`src/rtl/dmem_arbiter_pkg.sv`:
```
`default_nettype none
// ============================================================================
// Module      : dmem_arbiter_pkg
// Description : Shared types and constants for the two-port data-memory
//               arbiter: FSM state encoding, port indices, default burst cap.
// Revision    : 1.0 - initial release
// ============================================================================
package dmem_arbiter_pkg;

  // Ownership FSM encoding (explicit width, legacy-compatible constants)
  typedef logic [1:0] state_t;
  localparam state_t ST_IDLE = 2'd0;
  localparam state_t ST_OWN0 = 2'd1;
  localparam state_t ST_OWN1 = 2'd2;

  // Port indices: 0 = core, 1 = DMA/debug
  localparam logic PORT0 = 1'b0;
  localparam logic PORT1 = 1'b1;

  // Default cap on consecutive locked grants while the other port waits
  localparam int DEFAULT_MAX_BURST = 4;

endpackage
`default_nettype wire

```
`src/rtl/dmem_arb_pick.sv`:
```
`default_nettype none
// ============================================================================
// Module      : dmem_arb_pick
// Description : Combinational winner selection between two requesters.
//               A lone requester always wins; on a tie the port named by
//               'prio' wins.
// Revision    : 1.0 - initial release
// ============================================================================
module dmem_arb_pick
  import dmem_arbiter_pkg::*;
(
  input  logic req0,
  input  logic req1,
  input  logic prio,
  output logic win_valid,
  output logic win
);

  // Pick the winner: tie broken by prio, otherwise the only requester
  always_comb begin
    win_valid = req0 | req1;
    win       = PORT0;
    if (req0 && req1) begin
      win = prio;
    end else if (req1) begin
      win = PORT1;
    end
  end

endmodule
`default_nettype wire

```
`src/rtl/dmem_arbiter.sv`:
```
`default_nettype none
// ============================================================================
// Module      : dmem_arbiter
// Description : Two-port single-cycle data-memory arbiter with lock-based
//               ownership and a burst cap that hands the memory to the
//               waiting port after MAX_BURST consecutive locked grants.
//               Define DMEM_ARB_RR_EN for round-robin tie breaking in IDLE;
//               otherwise port 0 has fixed priority.
// Revision    : 1.0 - initial release
// ============================================================================
module dmem_arbiter
  import dmem_arbiter_pkg::*;
#(
  parameter int MAX_BURST = DEFAULT_MAX_BURST,
  parameter int DATA_W    = 32
) (
  input  logic              clk,
  input  logic              rst_n,
  input  logic              p0_req,
  input  logic              p0_we,
  input  logic              p0_lock,
  input  logic [DATA_W-1:0] p0_addr,
  input  logic [DATA_W-1:0] p0_wdata,
  output logic              p0_gnt,
  output logic              p0_rvalid,
  output logic [DATA_W-1:0] p0_rdata,
  input  logic              p1_req,
  input  logic              p1_we,
  input  logic              p1_lock,
  input  logic [DATA_W-1:0] p1_addr,
  input  logic [DATA_W-1:0] p1_wdata,
  output logic              p1_gnt,
  output logic              p1_rvalid,
  output logic [DATA_W-1:0] p1_rdata,
  output logic [DATA_W-1:0] dm_read_addr,
  output logic [DATA_W-1:0] dm_write_data_rs2,
  output logic              dm_write_en,
  input  logic [DATA_W-1:0] dm_read_data
);

  localparam int              CNT_W   = $clog2(MAX_BURST + 1);
  localparam logic [CNT_W-1:0] C_MAX  = CNT_W'(MAX_BURST);
  localparam logic [CNT_W-1:0] C_ONE  = CNT_W'(1);

  state_t            state_q, state_d;
  logic [CNT_W-1:0]  cnt_q, cnt_d;
  logic              force_vld_q, force_vld_d;
  logic              force_port_q, force_port_d;
  logic [DATA_W-1:0] addr_q, addr_d;
  logic              rvalid0_q, rvalid0_d;
  logic              rvalid1_q, rvalid1_d;
  logic [DATA_W-1:0] rdata0_q, rdata0_d;
  logic [DATA_W-1:0] rdata1_q, rdata1_d;

  logic              prio;
  logic              win_valid;
  logic              win;
  logic              gnt0;
  logic              gnt1;
  logic              gnt_any;
  logic [DATA_W-1:0] sel_addr;

`ifdef DMEM_ARB_RR_EN
  logic              rr_q, rr_d;

  // Tie-break preference: a pending burst-cap handoff beats the RR pointer
  always_comb begin
    prio = force_vld_q ? force_port_q : rr_q;
  end
`else
  // Tie-break preference: a pending burst-cap handoff beats fixed port-0 priority
  always_comb begin
    prio = force_vld_q ? force_port_q : PORT0;
  end
`endif

  dmem_arb_pick u_pick (
    .req0      (p0_req),
    .req1      (p1_req),
    .prio      (prio),
    .win_valid (win_valid),
    .win       (win)
  );

  // Grants: arbitration in IDLE, only the owner may access in OWNn
  always_comb begin
    gnt0 = 1'b0;
    gnt1 = 1'b0;
    case (state_q)
      ST_IDLE: begin
        gnt0 = win_valid && (win == PORT0);
        gnt1 = win_valid && (win == PORT1);
      end
      ST_OWN0: gnt0 = p0_req;
      ST_OWN1: gnt1 = p1_req;
      default: ;
    endcase
  end

  // Ownership FSM, burst counter and burst-cap handoff
  always_comb begin
    state_d      = state_q;
    cnt_d        = cnt_q;
    force_vld_d  = force_vld_q;
    force_port_d = force_port_q;
`ifdef DMEM_ARB_RR_EN
    rr_d         = rr_q;
`endif
    case (state_q)
      ST_IDLE: begin
        cnt_d = '0;
        if (win_valid) begin
          force_vld_d = 1'b0;
`ifdef DMEM_ARB_RR_EN
          rr_d        = ~win;
`endif
          if ((win == PORT0) ? p0_lock : p1_lock) begin
            state_d = (win == PORT0) ? ST_OWN0 : ST_OWN1;
            cnt_d   = C_ONE;
          end
        end
      end
      ST_OWN0: begin
        if (p0_req && p0_lock) begin
          cnt_d = (cnt_q == C_MAX) ? cnt_q : cnt_q + 1'b1;
        end else begin
          state_d = ST_IDLE;
          cnt_d   = '0;
        end
      end
      ST_OWN1: begin
        if (p1_req && p1_lock) begin
          cnt_d = (cnt_q == C_MAX) ? cnt_q : cnt_q + 1'b1;
        end else begin
          state_d = ST_IDLE;
          cnt_d   = '0;
        end
      end
      default: begin
        state_d = ST_IDLE;
        cnt_d   = '0;
      end
    endcase
    // Cap reached with the other port waiting: release and hand it the next win
    if (state_d == ST_OWN0 && cnt_d == C_MAX && p1_req) begin
      state_d      = ST_IDLE;
      cnt_d        = '0;
      force_vld_d  = 1'b1;
      force_port_d = PORT1;
    end else if (state_d == ST_OWN1 && cnt_d == C_MAX && p0_req) begin
      state_d      = ST_IDLE;
      cnt_d        = '0;
      force_vld_d  = 1'b1;
      force_port_d = PORT0;
    end
  end

  // Datapath: address hold register and per-port read-return registers
  always_comb begin
    gnt_any   = gnt0 | gnt1;
    sel_addr  = gnt1 ? p1_addr : p0_addr;
    addr_d    = gnt_any ? sel_addr : addr_q;
    rvalid0_d = gnt0 & ~p0_we;
    rvalid1_d = gnt1 & ~p1_we;
    rdata0_d  = rvalid0_d ? dm_read_data : rdata0_q;
    rdata1_d  = rvalid1_d ? dm_read_data : rdata1_q;
  end

  // State and datapath registers; reset drops any pending read return
  always_ff @(posedge clk or negedge rst_n) begin
    if (!rst_n) begin
      state_q      <= ST_IDLE;
      cnt_q        <= '0;
      force_vld_q  <= 1'b0;
      force_port_q <= PORT0;
      addr_q       <= '0;
      rvalid0_q    <= 1'b0;
      rvalid1_q    <= 1'b0;
      rdata0_q     <= '0;
      rdata1_q     <= '0;
    end else begin
      state_q      <= state_d;
      cnt_q        <= cnt_d;
      force_vld_q  <= force_vld_d;
      force_port_q <= force_port_d;
      addr_q       <= addr_d;
      rvalid0_q    <= rvalid0_d;
      rvalid1_q    <= rvalid1_d;
      rdata0_q     <= rdata0_d;
      rdata1_q     <= rdata1_d;
    end
  end

`ifdef DMEM_ARB_RR_EN
  // Round-robin pointer, starts at port 0
  always_ff @(posedge clk or negedge rst_n) begin
    if (!rst_n) begin
      rr_q <= PORT0;
    end else begin
      rr_q <= rr_d;
    end
  end
`endif

  // Outputs are forced quiet while reset is asserted
  assign p0_gnt            = rst_n & gnt0;
  assign p1_gnt            = rst_n & gnt1;
  assign p0_rvalid         = rvalid0_q;
  assign p1_rvalid         = rvalid1_q;
  assign p0_rdata          = rdata0_q;
  assign p1_rdata          = rdata1_q;
  assign dm_read_addr      = (rst_n & gnt_any) ? sel_addr : addr_q;
  assign dm_write_data_rs2 = gnt1 ? p1_wdata : p0_wdata;
  assign dm_write_en       = rst_n & ((gnt0 & p0_we) | (gnt1 & p1_we));

endmodule
`default_nettype wire

```
`config.mk`:
```
export PLATFORM = sky130hd
export DESIGN_NAME = dmem_arbiter
export DESIGN_NICKNAME = d
export VERILOG_FILES = /design/src/rtl/dmem_arbiter_pkg.sv /design/src/rtl/dmem_arb_pick.sv /design/src/rtl/dmem_arbiter.sv
export SDC_FILE = /design/constraint.sdc
export NUM_CORES = 1
export LEC_CHECK = 0
export BUFFER_PORTS_ARGS = -buffer_cell sky130_fd_sc_hd__buf_2
export CELL_PAD_IN_SITES_DETAIL_PLACEMENT = 0
export CELL_PAD_IN_SITES_GLOBAL_PLACEMENT = 1
export CORE_MARGIN = 2
export CORE_UTILIZATION = 34
export DETAILED_ROUTE_END_ITERATION = 10
export PLACE_DENSITY = 0.94
export SLEW_MARGIN = 20
export SYNTH_ARGS = -nofsm -noshare
export SYNTH_HDL_FRONTEND = slang
export SYNTH_SLANG_ARGS = --single-unit
```
`constraint.sdc`:
```
create_clock -name clk -period 2.7 [get_ports clk]
set_clock_uncertainty 0.05 [all_clocks]
set_input_delay 0.27 -clock clk [delete_from_list [all_inputs] [get_ports clk]]
set_output_delay 0.27 -clock clk [all_outputs]
set_load 0.02 [all_outputs]
```
==> impl_metrics.json <==
{
  "dr_total_vias": 5236,
  "wl_per_cell_um": 16.1,
  "rsz0062_at_grt": "false",
  "cts_sinks": 105,
  "drtPass1Iterations": 4,
  "syn_avg_cell_area_um2": 9.68,
  "run_status": "complete, no violations",
  "p_per_area_nw_per_um2": 666,
  "setup_viol": 0,
  "placeableCoreArea_um2": 15300,
  "antenna_left": 0,
  "cts-buffers-inserted": 9,
  "cp_max_fo": 54,
  "final.min_clock_period_ns": 2.54,
  "hold_ws_ns": 0.106,
  "path_buf_inv": 2,
  "dp_slack_ns": 0.424,
  "synth_cell_types": 34,
  "rows": 45,
  "wl_um": 17000,
  "overflow": 0,
  "syn2layout_area_growth_pct": 39.3,
  "grt_pass1_wl_um": 25600,
  "clock_path_buffers": 2,
  "syn_nets": 721,
  "worstReg2RegEnd": "p0_rdata[13]",
  "worstSetupStartpoint": "force_vld_q",
  "worstSetupEndpointType": "primary output",
  "fmaxAchievable_mhz": 393,
  "diodes": 0,
  "avgViaCountPerCell": 4.95,
  "setup-tns-final_ns": 0,
  "place_inst": 1037,
  "clockRootBuffer": "clkbuf_16",
  "comb_power_share_pct": 31.9,
  "dieArea_um2": 16700,
  "drc_errors": 0,
  "synthCells": 551,
  "clk_pin_slew_worst_paths_ns": 0.07,
  "intPower_mw": 3.24,
  "grt.total_usage_pct": 19.5,
  "synth.yosys.warnings": 0,
  "p_sw_share_pct": 34.5,
  "die_x_um": 129,
  "clockPowerShare_pct": 28.1,
  "worst_pin_slew_ns": 0.890,
  "grt_max_degree": 72,
  "layout-drive-gt1-share_pct": 48.4,
  "port_buffers": 300,
  "fin_crit_sh_pct": 94.2,
  "crit_chain": "nand2_1 > a21o_4 > buf_12 > o22ai_1 > a2bb2oi_1 > buf_2",
  "p_switching_mw": 1.71,
  "ys_seq_area_share_pct": 49.3,
  "hold_path_end": "p0_rdata[3]",
  "cts_tree": "done",
  "nFillCells": 1478,
  "ctsHtreeMaxLevel": 3,
  "synth_area_um2": 5330,
  "yosys.area.top_type": "dfrtp_1",
  "maxCapViolations": 0,
  "hold_violations": 0,
  "slew_viol_final": 0,
  "hold_class": "in -> reg",
  "reg2reg_from": "force_vld_q",
  "fin_cells": 1058,
  "place_congestion": 0.810,
  "crit_family": "compound AO/OA/AOI/OAI gates",
  "drtIter0Drc": 197,
  "vdd.ir_drop.worst_uv": 542,
  "antenna_found_initial": 2,
  "yosysTopAreaCellShare_pct": 49.3,
  "die_y_um": 129,
  "nets": 1012,
  "clock_latency_ns": 0.35,
  "cpPeakStageDelay_ns": 0.40,
  "hold_depth": 2,
  "rrSetupSlack_ns": 0.57,
  "ios": 301,
  "start_util_pct": 34.9,
  "hp-start": "dm_read_data[3]",
  "crit_required_ns": 2.38,
  "yosys-top-cells-area": "dfrtp_1 (49%), mux2_2 (14%), nand2_1 (12%)",
  "leakagePower_nw": 3.76,
  "place_hpwl_um": 12800,
  "power_frac_seq_pct": 39.9,
  "worst_path_max_delay_cell": "dfrtp_1",
  "mostFrequentLayoutCells": "buf_2 (299), nand2_1 (173), dfrtp_1 (105), mux2_2 (64), nor2_1 (36)",
  "critPathLaunchType": "flop",
  "crit_type": "reg -> out",
  "synth_seq_cells": 105,
  "reg2reg_depth": 7,
  "slew_headroom_pct": 40.7,
  "final_common_cell": "buf_2",
  "utilization_pct": 48.7,
  "setup_slack_ns": 0.157,
  "arrival_ns": 2.22,
  "first_global_vias": 5144
}
-- worst register-to-register path, stage by stage (launching register included) --
cell,delay [ns]
dfrtp_1,0.40
nand2_1,0.27
o21ai_4,0.11
buf_12,0.15
buf_4,0.17
nor2_4,0.07
buf_4,0.38
mux2_2,0.42
-- through the flow --
stage	total power, mW	cell area [um2]
6_report	4.95	7430
5_1_grt	5.21	7430
4_1_cts	5.00	7380
3_5_place_dp	3.59	7050
3_3_place_gp	3.56	7050
2_1_floorplan	2.95	5330
-- area by class of cell --
class / count / area [um2] / share of cell area, %
clock inverters: 7 / 98.8 / 1.33
inverters: 3 / 11.3 / 0.152
repair buffers: 321 / 1720 / 23.1
clock buffers: 9 / 225 / 3.03
multi-input cells: 402 / 2480 / 33.4
well taps: 211 / 264 / 3.56
flip-flops and latches: 105 / 2630 / 35.4
-- kinds of logic (layout without fill, tap and decap cells) --
family	Yosys count	in the layout	share of synthesized area [%]
simple gates	218	218	16.0
compound gates	118	118	16.2
flops	105	105	49.3
mux	64	64	13.5
buf+inv	44	340	4.50
fa+ha+maj	2	2	0.469
-- synthesized netlist by cell type (all sizes together) --
library cell,number
o21ai,5
o22ai,32
and2,2
a31oi,34
nand2b,1
a2111oi,2
clkbuf,4
a21o,1
a21oi,4
a2bb2oi,32
buf,37
inv,3
a211o,1
o21a,1
nand3,1
nor2b,1
o32a,1
and2b,1
ha,2
dfrtp,105
nand2,173
and4b,1
a22o,2
a211oi,1
nor2,38
mux2,64
a21boi,1
o2bb2ai,1
-- flip-flops by register name (all words and copies together), names as in the netlist --
name          cells
p0_rvalid         1
addr_q           32
state_q           2
cnt_q             3
force_port_q      1
p0_rdata         32
force_vld_q       1
p1_rvalid         1
p1_rdata         32
-- metal layers --
| layer | global-route usage [%] | routed length, um | vias to the layer above |
|---|---|---|---|
| met5 | 0 | 24 | - |
| met4 | 6.65 | 297 | 4 |
| met3 | 5.78 | 1440 | 24 |
| met2 | 35.9 | 8630 | 202 |
| met1 | 21.4 | 6610 | 2482 |
| li1 | - | - | 2524 |
-- repair_timing --
action,4_1_cts,5_1_grt
hold buffers,1,0
hold endpoints to repair,34,0
setup buffers,0,4
resized for setup,0,1
setup endpoints to repair,0,27
-- how the worst max path moves through the flow --
| stage | slack, ns | end | cells after the start |
|---|---|---|---|
| floorplan | 0.75 | dm_read_addr[10] | 5 |
| global route | 0.01 | dm_read_addr[22] | 6 |
| finish | 0.16 | dm_read_addr[22] | 6 |
| detailed placement | 0.42 | dm_read_addr[0] | 6 |
| global placement | 0.47 | dm_read_addr[15] | 6 |
| CTS | 0.03 | dm_read_addr[0] | 6 |
-- power groups by stage --
| stage | clock network (mW) | logic (mW) | registers [mW] |
|---|---|---|---|
| 6_report | 1.39 | 1.58 | 1.98 |
| 5_1_grt | 1.49 | 1.70 | 2.01 |
| 4_1_cts | 1.43 | 1.59 | 1.98 |
| 3_5_place_dp | 0 | 1.58 | 2.00 |
| 3_3_place_gp | 0 | 1.56 | 1.99 |
| 2_1_floorplan | 0 | 0.717 | 2.23 |
Note: power is estimated with default switching activity, not from simulation.
